<file path="src/rtl/imem_loader_pkg.sv">
// imem_loader_pkg: shared constants and types for the instruction-memory loader.
//   - load_state_e   : loader FSM encoding
//   - BYTES_PER_WORD : bytes per instruction word
//   - IMEM_ADDR_W / IMEM_DEPTH : default instruction memory geometry, shared with fetch
package imem_loader_pkg;

  localparam int unsigned BYTES_PER_WORD = 4;
  localparam int unsigned IMEM_ADDR_W    = 8;
  localparam int unsigned IMEM_DEPTH     = 1 << IMEM_ADDR_W;

  typedef enum logic [2:0] {
    StIdle,
    StRecv,
    StWrite,
    StChk,
    StDone
  } load_state_e;

endpackage

</file>
<file path="src/rtl/imem_byte_packer.sv">
// imem_byte_packer: assembles little-endian bytes into one instruction word.
// Ports:
//   i_clk, i_reset    : clock, synchronous active-high reset
//   i_clear           : drop any partial word and restart at byte 0
//   i_en, i_byte      : accept i_byte as the next byte of the word
//   o_word_valid      : high in the cycle the last byte of a word is accepted
//   o_word            : assembled word including the byte accepted this cycle
module imem_byte_packer
  import imem_loader_pkg::*;
#(
  parameter int unsigned DATA_W = 32
) (
  input  logic              i_clk,
  input  logic              i_reset,
  input  logic              i_clear,
  input  logic              i_en,
  input  logic [7:0]        i_byte,
  output logic              o_word_valid,
  output logic [DATA_W-1:0] o_word
);

  localparam int unsigned CntW = $clog2(BYTES_PER_WORD);

  logic [CntW-1:0]   r_cnt;
  logic [DATA_W-1:0] r_word;
  logic [DATA_W-1:0] w_word;

  // Merge the incoming byte so the top can register the full word on the 4th byte.
  always_comb begin
    w_word = r_word;
    if (i_en) begin
      w_word[{r_cnt, 3'b000} +: 8] = i_byte;
    end
  end

  assign o_word       = w_word;
  assign o_word_valid = i_en && (r_cnt == CntW'(BYTES_PER_WORD - 1));

  always_ff @(posedge i_clk) begin
    if (i_reset || i_clear) begin
      r_cnt  <= '0;
      r_word <= '0;
    end else if (i_en) begin
      r_cnt  <= r_cnt + 1'b1;
      r_word <= w_word;
    end
  end

endmodule

</file>
<file path="src/rtl/imem_loader.sv">
// imem_loader: streams a little-endian byte program into instruction memory and holds
// the CPU in reset until the load completes.
// Optional feature: define IMEM_LOADER_CHECKSUM_EN to require a trailing XOR checksum byte.
// Ports:
//   i_clk, i_reset          : clock, synchronous active-high reset
//   i_start, i_load_len     : begin a load of i_load_len words (clamped to memory depth)
//   i_byte_in, i_byte_valid : byte stream; o_byte_ready completes the handshake
//   o_mem_we/addr/wdata     : instruction memory write port
//   o_cpu_hold              : keeps CPU/fetch in reset while high
//   o_busy, o_done, o_err   : load status (o_err only with the checksum feature)
module imem_loader
  import imem_loader_pkg::*;
#(
  parameter int unsigned ADDR_W = IMEM_ADDR_W,
  parameter int unsigned DATA_W = 32
) (
  input  logic              i_clk,
  input  logic              i_reset,
  input  logic              i_start,
  input  logic [ADDR_W:0]   i_load_len,
  input  logic [7:0]        i_byte_in,
  input  logic              i_byte_valid,
  output logic              o_byte_ready,
  output logic              o_mem_we,
  output logic [ADDR_W-1:0] o_mem_addr,
  output logic [DATA_W-1:0] o_mem_wdata,
  output logic              o_cpu_hold,
  output logic              o_busy,
  output logic              o_done,
  output logic              o_err
);

  localparam logic [ADDR_W:0] MaxLen = (ADDR_W + 1)'(1) << ADDR_W;

  load_state_e       r_state, w_state_d;
  logic [ADDR_W:0]   r_len, w_len_d;
  logic [ADDR_W-1:0] r_idx, w_idx_d;
  logic              r_byte_ready, w_byte_ready_d;
  logic              r_mem_we, w_mem_we_d;
  logic [ADDR_W-1:0] r_mem_addr, w_mem_addr_d;
  logic [DATA_W-1:0] r_mem_wdata, w_mem_wdata_d;
  logic              r_cpu_hold, w_cpu_hold_d;
  logic              r_busy, w_busy_d;
  logic              r_done, w_done_d;
  logic              r_err, w_err_d;
`ifdef IMEM_LOADER_CHECKSUM_EN
  logic [7:0]        r_csum, w_csum_d;
`endif

  logic              w_xfer;
  logic              w_data_xfer;
  logic              w_start_acc;
  logic [ADDR_W:0]   w_len_clamp;
  logic              w_last;
  logic              w_word_valid;
  logic [DATA_W-1:0] w_word;

  assign w_xfer      = r_byte_ready && i_byte_valid;
  assign w_data_xfer = w_xfer && (r_state == StRecv);
  // start is only honoured when no load is in flight.
  assign w_start_acc = i_start && ((r_state == StIdle) || (r_state == StDone));
  assign w_len_clamp = (i_load_len > MaxLen) ? MaxLen : i_load_len;
  assign w_last      = ({1'b0, r_idx} == (r_len - 1'b1));

  imem_byte_packer #(
    .DATA_W(DATA_W)
  ) u_packer (
    .i_clk       (i_clk),
    .i_reset     (i_reset),
    .i_clear     (w_start_acc),
    .i_en        (w_data_xfer),
    .i_byte      (i_byte_in),
    .o_word_valid(w_word_valid),
    .o_word      (w_word)
  );

  always_comb begin
    w_state_d      = r_state;
    w_len_d        = r_len;
    w_idx_d        = r_idx;
    w_byte_ready_d = r_byte_ready;
    w_mem_we_d     = 1'b0;
    w_mem_addr_d   = r_mem_addr;
    w_mem_wdata_d  = r_mem_wdata;
    w_cpu_hold_d   = r_cpu_hold;
    w_busy_d       = r_busy;
    w_done_d       = r_done;
    w_err_d        = r_err;
`ifdef IMEM_LOADER_CHECKSUM_EN
    w_csum_d       = r_csum;
`endif
    unique case (r_state)
      StIdle, StDone: begin
        if (w_start_acc) begin
          w_len_d = w_len_clamp;
          w_idx_d = '0;
          w_err_d = 1'b0;
`ifdef IMEM_LOADER_CHECKSUM_EN
          w_csum_d = '0;
`endif
          if (w_len_clamp == '0) begin
            w_state_d      = StDone;
            w_byte_ready_d = 1'b0;
            w_busy_d       = 1'b0;
            w_done_d       = 1'b1;
            w_cpu_hold_d   = 1'b0;
          end else begin
            w_state_d      = StRecv;
            w_byte_ready_d = 1'b1;
            w_busy_d       = 1'b1;
            w_done_d       = 1'b0;
            w_cpu_hold_d   = 1'b1;
          end
        end
      end
      StRecv: begin
        if (w_data_xfer) begin
`ifdef IMEM_LOADER_CHECKSUM_EN
          w_csum_d = r_csum ^ i_byte_in;
`endif
          // Register the write on the 4th byte so mem_we lands in the WRITE cycle.
          if (w_word_valid) begin
            w_state_d      = StWrite;
            w_byte_ready_d = 1'b0;
            w_mem_we_d     = 1'b1;
            w_mem_addr_d   = r_idx;
            w_mem_wdata_d  = w_word;
          end
        end
      end
      StWrite: begin
        if (w_last) begin
`ifdef IMEM_LOADER_CHECKSUM_EN
          w_state_d      = StChk;
          w_byte_ready_d = 1'b1;
`else
          w_state_d      = StDone;
          w_busy_d       = 1'b0;
          w_done_d       = 1'b1;
          w_cpu_hold_d   = 1'b0;
`endif
        end else begin
          w_idx_d        = r_idx + 1'b1;
          w_state_d      = StRecv;
          w_byte_ready_d = 1'b1;
        end
      end
`ifdef IMEM_LOADER_CHECKSUM_EN
      StChk: begin
        if (w_xfer) begin
          w_state_d      = StDone;
          w_byte_ready_d = 1'b0;
          w_busy_d       = 1'b0;
          w_done_d       = 1'b1;
          w_err_d        = (i_byte_in != r_csum);
          w_cpu_hold_d   = (i_byte_in != r_csum);
        end
      end
`endif
      default: begin
        w_state_d      = StIdle;
        w_byte_ready_d = 1'b0;
        w_busy_d       = 1'b0;
      end
    endcase
  end

  always_ff @(posedge i_clk) begin
    if (i_reset) begin
      r_state      <= StIdle;
      r_len        <= '0;
      r_idx        <= '0;
      r_byte_ready <= 1'b0;
      r_mem_we     <= 1'b0;
      r_mem_addr   <= '0;
      r_mem_wdata  <= '0;
      r_cpu_hold   <= 1'b1;
      r_busy       <= 1'b0;
      r_done       <= 1'b0;
      r_err        <= 1'b0;
`ifdef IMEM_LOADER_CHECKSUM_EN
      r_csum       <= '0;
`endif
    end else begin
      r_state      <= w_state_d;
      r_len        <= w_len_d;
      r_idx        <= w_idx_d;
      r_byte_ready <= w_byte_ready_d;
      r_mem_we     <= w_mem_we_d;
      r_mem_addr   <= w_mem_addr_d;
      r_mem_wdata  <= w_mem_wdata_d;
      r_cpu_hold   <= w_cpu_hold_d;
      r_busy       <= w_busy_d;
      r_done       <= w_done_d;
      r_err        <= w_err_d;
`ifdef IMEM_LOADER_CHECKSUM_EN
      r_csum       <= w_csum_d;
`endif
    end
  end

  assign o_byte_ready = r_byte_ready;
  assign o_mem_we     = r_mem_we;
  assign o_mem_addr   = r_mem_addr;
  assign o_mem_wdata  = r_mem_wdata;
  assign o_cpu_hold   = r_cpu_hold;
  assign o_busy       = r_busy;
  assign o_done       = r_done;
  assign o_err        = r_err;

endmodule

</file>
<file path="config.mk">
export PLATFORM = sky130hd
export DESIGN_NAME = imem_loader
export DESIGN_NICKNAME = d
export VERILOG_FILES = /design/src/rtl/imem_loader_pkg.sv /design/src/rtl/imem_byte_packer.sv /design/src/rtl/imem_loader.sv
export SDC_FILE = /design/constraint.sdc
export NUM_CORES = 1
export LEC_CHECK = 0
export ABC_AREA = 1
export BUFFER_PORTS_ARGS = -buffer_cell sky130_fd_sc_hd__buf_2
export CORE_MARGIN = 3
export CORE_UTILIZATION = 40
export CTS_CLUSTER_DIAMETER = 200
export DETAILED_ROUTE_END_ITERATION = 10
export PLACE_DENSITY = 0.69
export SYNTH_ARGS = -nofsm -noshare
export SYNTH_HDL_FRONTEND = slang
export SYNTH_SLANG_ARGS = --single-unit
</file>
<file path="constraint.sdc">
create_clock -name i_clk -period 2.12 [get_ports i_clk]
set_clock_uncertainty 0.2 [all_clocks]
set_input_delay 0.212 -clock i_clk [delete_from_list [all_inputs] [get_ports i_clk]]
set_output_delay 0.212 -clock i_clk [all_outputs]
set_load 0.01 [all_outputs]
</file>
==> impl_results.md, run 1 <==
* Ratio of cells with drive above 1 in the final layout at 22.54%
* Vias per inst at 5.249
* Max_cap viols at 0
* Initial antenna violation count at 0
* Leakage Power at 0.002087 uW
* Latest clock arrival within the worst-skew pair at 0.37 ns
* Most frequent cells in the layout: 89 x dfxtp_1, 70 x nand2_1, 65 x buf_2
* Hold Path Class: primary input to flop
* Row Count at 36
* Critical path's slowest cell: dfxtp_1
* Maximum clock path buffer count at 2
* Hold slack at 0.02140 ns
* Worst reg-to-reg path cell count at 8
* Maximum VDD drop at 0.4188 mV
* Grt peak-use layer: met2
* GR Util met1 at 24.14%
* Largest net degree at the start of global routing at 46
* Total core area at 9955 sq um
* Hold Crit Depth at 2
* 1st-pass router iterations at 5
* Net Count, Synth at 577
* Post-Synth Simple-Gate Area at 24.54%
* Power Total at 3400 uW
* Root Driver: clkbuf_8
* Syn. warnings at 0
* Clock sinks at 91
* #FFs+latches synth at 91
* Hold Fails Final Rpt at 0
* Drt initial violations at 262
* Drt wl/cell at 14.38 um
* Largest stage delay on the critical path at 0.36 ns
* Syn Area/Cell at 7.623 sq um
* Synth Area in Adders at 2.093%
* Worst EP arrival at 2.08 ns
* WS Path Type: flop to flop
* CP required at 2.20 ns
* Final core area utilization at 50.73%
* RD Place Congestion at 0.8857
* Met3 usage at 4.896%
* CTS tree: built
* Min Tclk post-route at 2.005 ns
* Commonest non-fill, non-tap cell in the layout: dfxtp_1
* Post-Syn Area at 4185 sq um
* HPWL after DPL at 7824 um
* Top_reg_cell synth: dfxtp_1
* Critical Path Start Type: flop
* Element type at the critical path end: flop
* Initial Utilization at 42.04%
* Mux contribution to synthesized area at 0%
* Antenna viol nets, final at 0
* Cell variety after synth at 39
* Xor and xnor fraction of the mapped netlist area at 1.883%
* Die W at 108.3 um
* Max-slew violations at 0
* Vias in the first global route at 3808
* Tcrit/Tclk final at 94.60%
* Io pins at 67
* Post-synth EDFFs at 0
* Die Y-Extent at 108.3 um
* Max Clk Rate at 498.6 MHz
* Total inserted antenna cells at 0
* Compound-cell area share of the yosys netlist at 19.43%
* Main combinational cell family by area after synthesis: simple AND/OR/NAND/NOR gates
* PwrDens at 673.4 nW/um^2
* Critical-path cell list: inv_1 -> ha_1 -> inv_1 -> nand4_1 -> buf_4 -> o22ai_1 -> nor2_1 -> a211oi_1
* Routed wire length at 10970 um
* Met2 Use GR at 33.84%
* GRT overflow at 0
* Buffers on Ports at 65
* Setup Viol. Count Final at 0
* H-tree Lvls at 3
* DIE AREA at 11730 sq um
* Post-synthesis sequential area ratio at 43.53%
* Area growth from synthesis to layout at 20.66%
* Outcome: finished, final reports clean
* Drc violations at 0
* Mapped Cells at 549
* Fin nets at 653
* Critical Path Fanout Max at 8
* CP most frequent cell: inv_1
* Share of flip-flops with an asynchronous set or reset at 0%
* Worst-path clk slew at 0.10 ns
* Global-route wire length before repair at 18200 um
* Vias at 4005
* TritonCTS Buffers at 9
* Gr usage total at 19.48%
-- stage by stage --
step / TNS [ns] / worst slack [ns] / instances / instance area [sq um]
after floorplan: 0 / 0.1248 / 549 / 4190
after global placement: 0 / 0.1665 / 734 / 4687
after detailed placement: 0 / 0.1059 / 734 / 4687
after CTS: 0 / 0.07355 / 761 / 5004
after global routing: -0.02756 / -0.02756 / 763 / 5050
final: 0 / 0.1145 / 763 / 5050
-- logic make-up (layout without fill, tap and decap cells) --
family	count (synthesis)	count (layout)
buffers and inverters	89	170
flip-flops	91	91
other	1	1
AND/OR/NAND/NOR	207	207
XOR/XNOR	9	9
adder cells (fa/ha/maj)	7	7
AO/OA/AOI/OAI	145	145
-- final timing paths --
kind | start | slack, ns | endpoint
worst min-delay path | i_reset | 0.02 | o_mem_wdata[30]$_SDFFE_PP0P_
worst max-delay path | u_packer.r_cnt[1]$_SDFFE_PP0P_ | 0.11 | u_packer.r_word[1]$_SDFFE_PP0P_
worst min register to register | o_mem_wdata[5]$_SDFFE_PP0P_ | 0.26 | o_mem_wdata[5]$_SDFFE_PP0P_
worst max register to register | u_packer.r_cnt[1]$_SDFFE_PP0P_ | 0.11 | u_packer.r_word[1]$_SDFFE_PP0P_
-- Yosys cell counts, drive strengths merged, types with 8 or more instances --
cell type  count  share of area, %
nand2         76               7.4
nor2          46               5.1
o21ai         67               8.0
a32oi         13               2.7
buf           13               1.6
dfxtp         91                44
inv           58               5.2
o22ai          8               1.2
nand3         56               7.5
nor3          13               2.1
nand4          9               1.3
a21oi         50               6.2
clkbuf        16               1.4
-- worst max-delay path, delay by kind of cell, from the launching register on --
kind | cells | cell delay (ns)
buf+inv | 3 | 0.45
fa+ha+maj | 1 | 0.35
compound gates | 2 | 0.36
flops | 1 | 0.36
simple gates | 2 | 0.19
-- flip-flops by register name (all words and copies together), names as in the netlist --
name / cells
u_packer.r_cnt: 2
o_mem_addr: 8
o_mem_we: 1
r_state: 3
r_idx: 8
o_done: 1
r_len: 9
o_busy: 1
o_byte_ready: 1
u_packer.r_word: 24
o_mem_wdata: 32
o_cpu_hold: 1
-- per-layer routing --
layer  vias to the layer above  wire length (um)
met5                         -                 0
met4                         0               159
met3                        16               689
met2                       121              5413
met1                      1858              4708
li1                       2010                 -
-- area by class of cell --
| type | instances | area, sq um |
|---|---|---|
| clock buffer | 9 | 123.9 |
| clock inverter | 7 | 82.58 |
| fill | 961 | 4905 |
| inverter | 60 | 225.2 |
| multi-input combinational | 369 | 2044 |
| sequential | 91 | 1824 |
| tap | 133 | 166.4 |
| timing repair buffer | 94 | 583.1 |
-- where the power goes --
| part | switching, uW | total (uW) | internal (uW) |
|---|---|---|---|
| combinational | 262 | 411 | 148 |
| clock | 660 | 1220 | 563 |
| sequential | 26.5 | 1770 | 1740 |
| total | 949 | 3400 | 2450 |
-- repair_timing --
action                                  4_1_cts  5_1_grt
hold buffers                                 11        0
setup buffers                                 0        2
gates resized for setup                       0        9
endpoints found under the hold margin        11        0
endpoints found under the setup margin        0       39
Note: power is estimated with default switching activity, not from simulation.
==> inputs of run 2 (changes only) <==
==> constraint.sdc (replaced) <==
create_clock -name i_clk -period 2.12 [get_ports i_clk]
set_clock_uncertainty 0.2 [all_clocks]
set_input_delay 0.424 -clock i_clk [delete_from_list [all_inputs] [get_ports i_clk]]
set_output_delay 0.424 -clock i_clk [all_outputs]
set_load 0.01 [all_outputs]
==> run 2 against run 1 <==
Compared with the run above: sequential cell count unchanged; power down 1.2%; sequential power about the same; register-to-register slack better by 0.03 ns; combinational power down 3%; setup slack better by 0.030 ns; global-route usage down 0.28 points; sequential share of layout area up 0.75 points; count of clock-buffer cells in the layout up 1; critical endpoint is now r_idx[2]$_SDFFE_PP0P_; die area unchanged; highest routed layer unchanged; cell area down 2.2%; largest power group unchanged.
==> impl_results.md, run 2 (synthesis gave the netlist of run 1 again) <==
* Switching pwr at 984.7 uW (was 949.0 uW)
* Max Clk Rate at 506.3 MHz (was 498.6 MHz)
* Sequential power share at 52.6% (was 52.0%)
* Hold Buf Count CTS at 0 (was 11)
* PwrDens at 680.1 nW/um^2 (was 673.4 nW/um^2)
* Largest net degree at the start of global routing at 39 (was 46)
* Critical path's slowest cell: dfxtp_1 (unchanged)
* Sw frac at 29.30% (was 27.91%)
* 1st-pass router iterations at 5 (unchanged)
* Final core area utilization at 49.64% (was 50.73%)
* Hold Crit Depth at 3 (was 2)
* TritonCTS Buffers at 9 (unchanged)
* Int Power at 2376 uW (was 2452 uW)
* Io pins at 67 (unchanged)
* Die Y-Extent at 108.3 um (unchanged)
* Die W at 108.3 um (unchanged)
* Worst EP arrival at 2.08 ns (about the same)
* Drt wl/cell at 14.31 um (was 14.38 um)
* Most frequent cells in the layout: 91 x dfxtp_1, 70 x nand2_1, 65 x buf_2 (was 89 x dfxtp_1, 70 x nand2_1, 65 x buf_2)
* Setup Viol. Count Final at 0 (unchanged)
* DIE AREA at 11730 sq um (unchanged)
* Setup_tns at 0 ns (unchanged)
* CTS tree: built (unchanged)
* HPWL after DPL at 7969 um (was 7824 um)
* Crit-path leading delay family: simple AND/OR/NAND/NOR gates (was buffers and inverters)
* Power Total at 3361 uW (was 3400 uW)
* Ratio of cells with drive above 1 in the final layout at 22.65% (was 22.54%)
* Number of flip-flops in the largest register at 32 (unchanged)
* RD Place Congestion at 0.8986 (was 0.8857)
* Total core area at 9955 sq um (unchanged)
* Outcome: finished, final reports clean (unchanged)
* Element type at the critical path end: flop (unchanged)
* Hold slack at 0.1076 ns (was 0.02140 ns)
* Critical path depth at 10 (was 8)
* Worst-path clk slew at 0.10 ns (about the same)
* Tcrit/Tclk final at 93.17% (was 94.60%)
* WP buf/inv at 1 (was 3)
* Gr usage total at 19.20% (was 19.48%)
* Max_cap viols at 0 (unchanged)
* Vias per inst at 5.266 (was 5.249)
* Root Driver: clkbuf_8 (unchanged)
* Critical-path cell list: inv_1 -> ha_4 -> xnor2_1 -> a21oi_2 -> nand3_2 -> nor2_4 -> nand3_4 -> nand2_4 -> nand2_1 -> a21oi_2 (was inv_1 -> ha_1 -> inv_1 -> nand4_1 -> buf_4 -> o22ai_1 -> nor2_1 -> a211oi_1)
* Drc violations at 0 (unchanged)
* Maximum VDD drop at 0.2961 mV (was 0.4188 mV)
* Critical Path Fanout Max at 8 (unchanged)
* Area growth from synthesis to layout at 18.06% (was 20.66%)
* Buffers on Ports at 65 (unchanged)
* Clock share of power at 35.6% (was 36.0%)
* Initial antenna violation count at 0 (unchanged)
* Logic gate share of total power at 11.8% (was 12.1%)
* Routed wire length at 10750 um (was 10970 um)
* Placed insts at 734 (unchanged)
* Critical Path Start Type: flop (unchanged)
* CP most frequent cell: a21oi_2 (was inv_1)
* CP required at 2.23 ns (was 2.20 ns)
* Commonest non-fill, non-tap cell in the layout: dfxtp_1 (unchanged)
* Hold Path Class: primary input to flop (unchanged)
* Maximum clock path buffer count at 2 (unchanged)
* WS Path Type: flop to flop (unchanged)
* H-tree Lvls at 3 (unchanged)
* Drt initial violations at 208 (was 262)
* Row Count at 36 (unchanged)
* Hold Fails Final Rpt at 0 (unchanged)
* Global-route wire length before repair at 18000 um (was 18200 um)
* Initial Utilization at 42.04% (unchanged)
* Fillers at 966 (was 961)
* Vias in the first global route at 3788 (was 3808)
* Latest clock arrival within the worst-skew pair at 0.37 ns (about the same)
* Non-Filler Instances at 751 (was 763)
* Vias at 3955 (was 4005)
* Leakage Power at 0.002047 uW (was 0.002087 uW)
* GRT overflow at 0 (unchanged)
* Max-slew violations at 0 (unchanged)
* Largest stage delay on the critical path at 0.37 ns (was 0.36 ns)
* Worst reg-to-reg path cell count at 10 (was 8)
* Clock sinks at 91 (unchanged)
* Min Tclk post-route at 1.975 ns (was 2.005 ns)
* Fin nets at 641 (was 653)
* Total inserted antenna cells at 0 (unchanged)
* Antenna viol nets, final at 0 (unchanged)
## run 2: area by class of cell
class | count | area, sq um | share of cell area (%)
clock buffers | 10 | 137.6 | 2.786
flip-flops and latches | 91 | 1822 | 36.87
well taps | 133 | 166.4 | 3.368
inverters | 60 | 225.2 | 4.558
repair buffers | 82 | 478.0 | 9.673
clock inverters | 6 | 60.06 | 1.215
multi-input cells | 369 | 2052 | 41.53
## run 2: path summary, 6_finish.rpt
kind                            endpoint                   startpoint  slack (ns)
min                r_len[8]$_SDFFE_PP0P_                i_load_len[8]        0.11
max reg2reg        r_idx[2]$_SDFFE_PP0P_        r_len[1]$_SDFFE_PP0P_        0.14
min reg2reg  o_mem_wdata[5]$_SDFFE_PP0P_  o_mem_wdata[5]$_SDFFE_PP0P_        0.27
max                r_idx[2]$_SDFFE_PP0P_        r_len[1]$_SDFFE_PP0P_        0.14
## run 2: per-stage QoR
step	setup WS [ns]	area [sq um]
after global routing	-0.001448	4941
after CTS	0.06523	4897
final	0.1447	4941
after global placement	0.1609	4700
after detailed placement	0.09967	4700
after floorplan	0.1248	4190
## run 2: power groups by stage
stage | clock [uW] | sequential [uW] | combinational (uW)
after CTS | 1220 | 1770 | 387
after global routing | 1280 | 1770 | 451
after floorplan | 0 | 1800 | 266
after global placement | 0 | 1800 | 377
after detailed placement | 0 | 1810 | 385
final | 1200 | 1770 | 398
## run 2: timing repair
action | 4_1_cts | 5_1_grt
endpoints found under the setup margin | 0 | 27
resized for setup | 0 | 8
buffers inserted | 0 | 1
## run 2: worst min-delay path, cell delays in order
cell and delay, ns:
buf_2 0.11, nand2_1 0.05, o21ai_0 0.06
## run 2: layer usage
metal  vias to the layer above  track usage [%]  share of wire, %
li1                       1984                -                 -
met1                      1852            24.24                44
met2                        99            32.50                48
met3                        20            3.881               5.2
met4                         0            6.943               2.3
met5                         -                0                 0
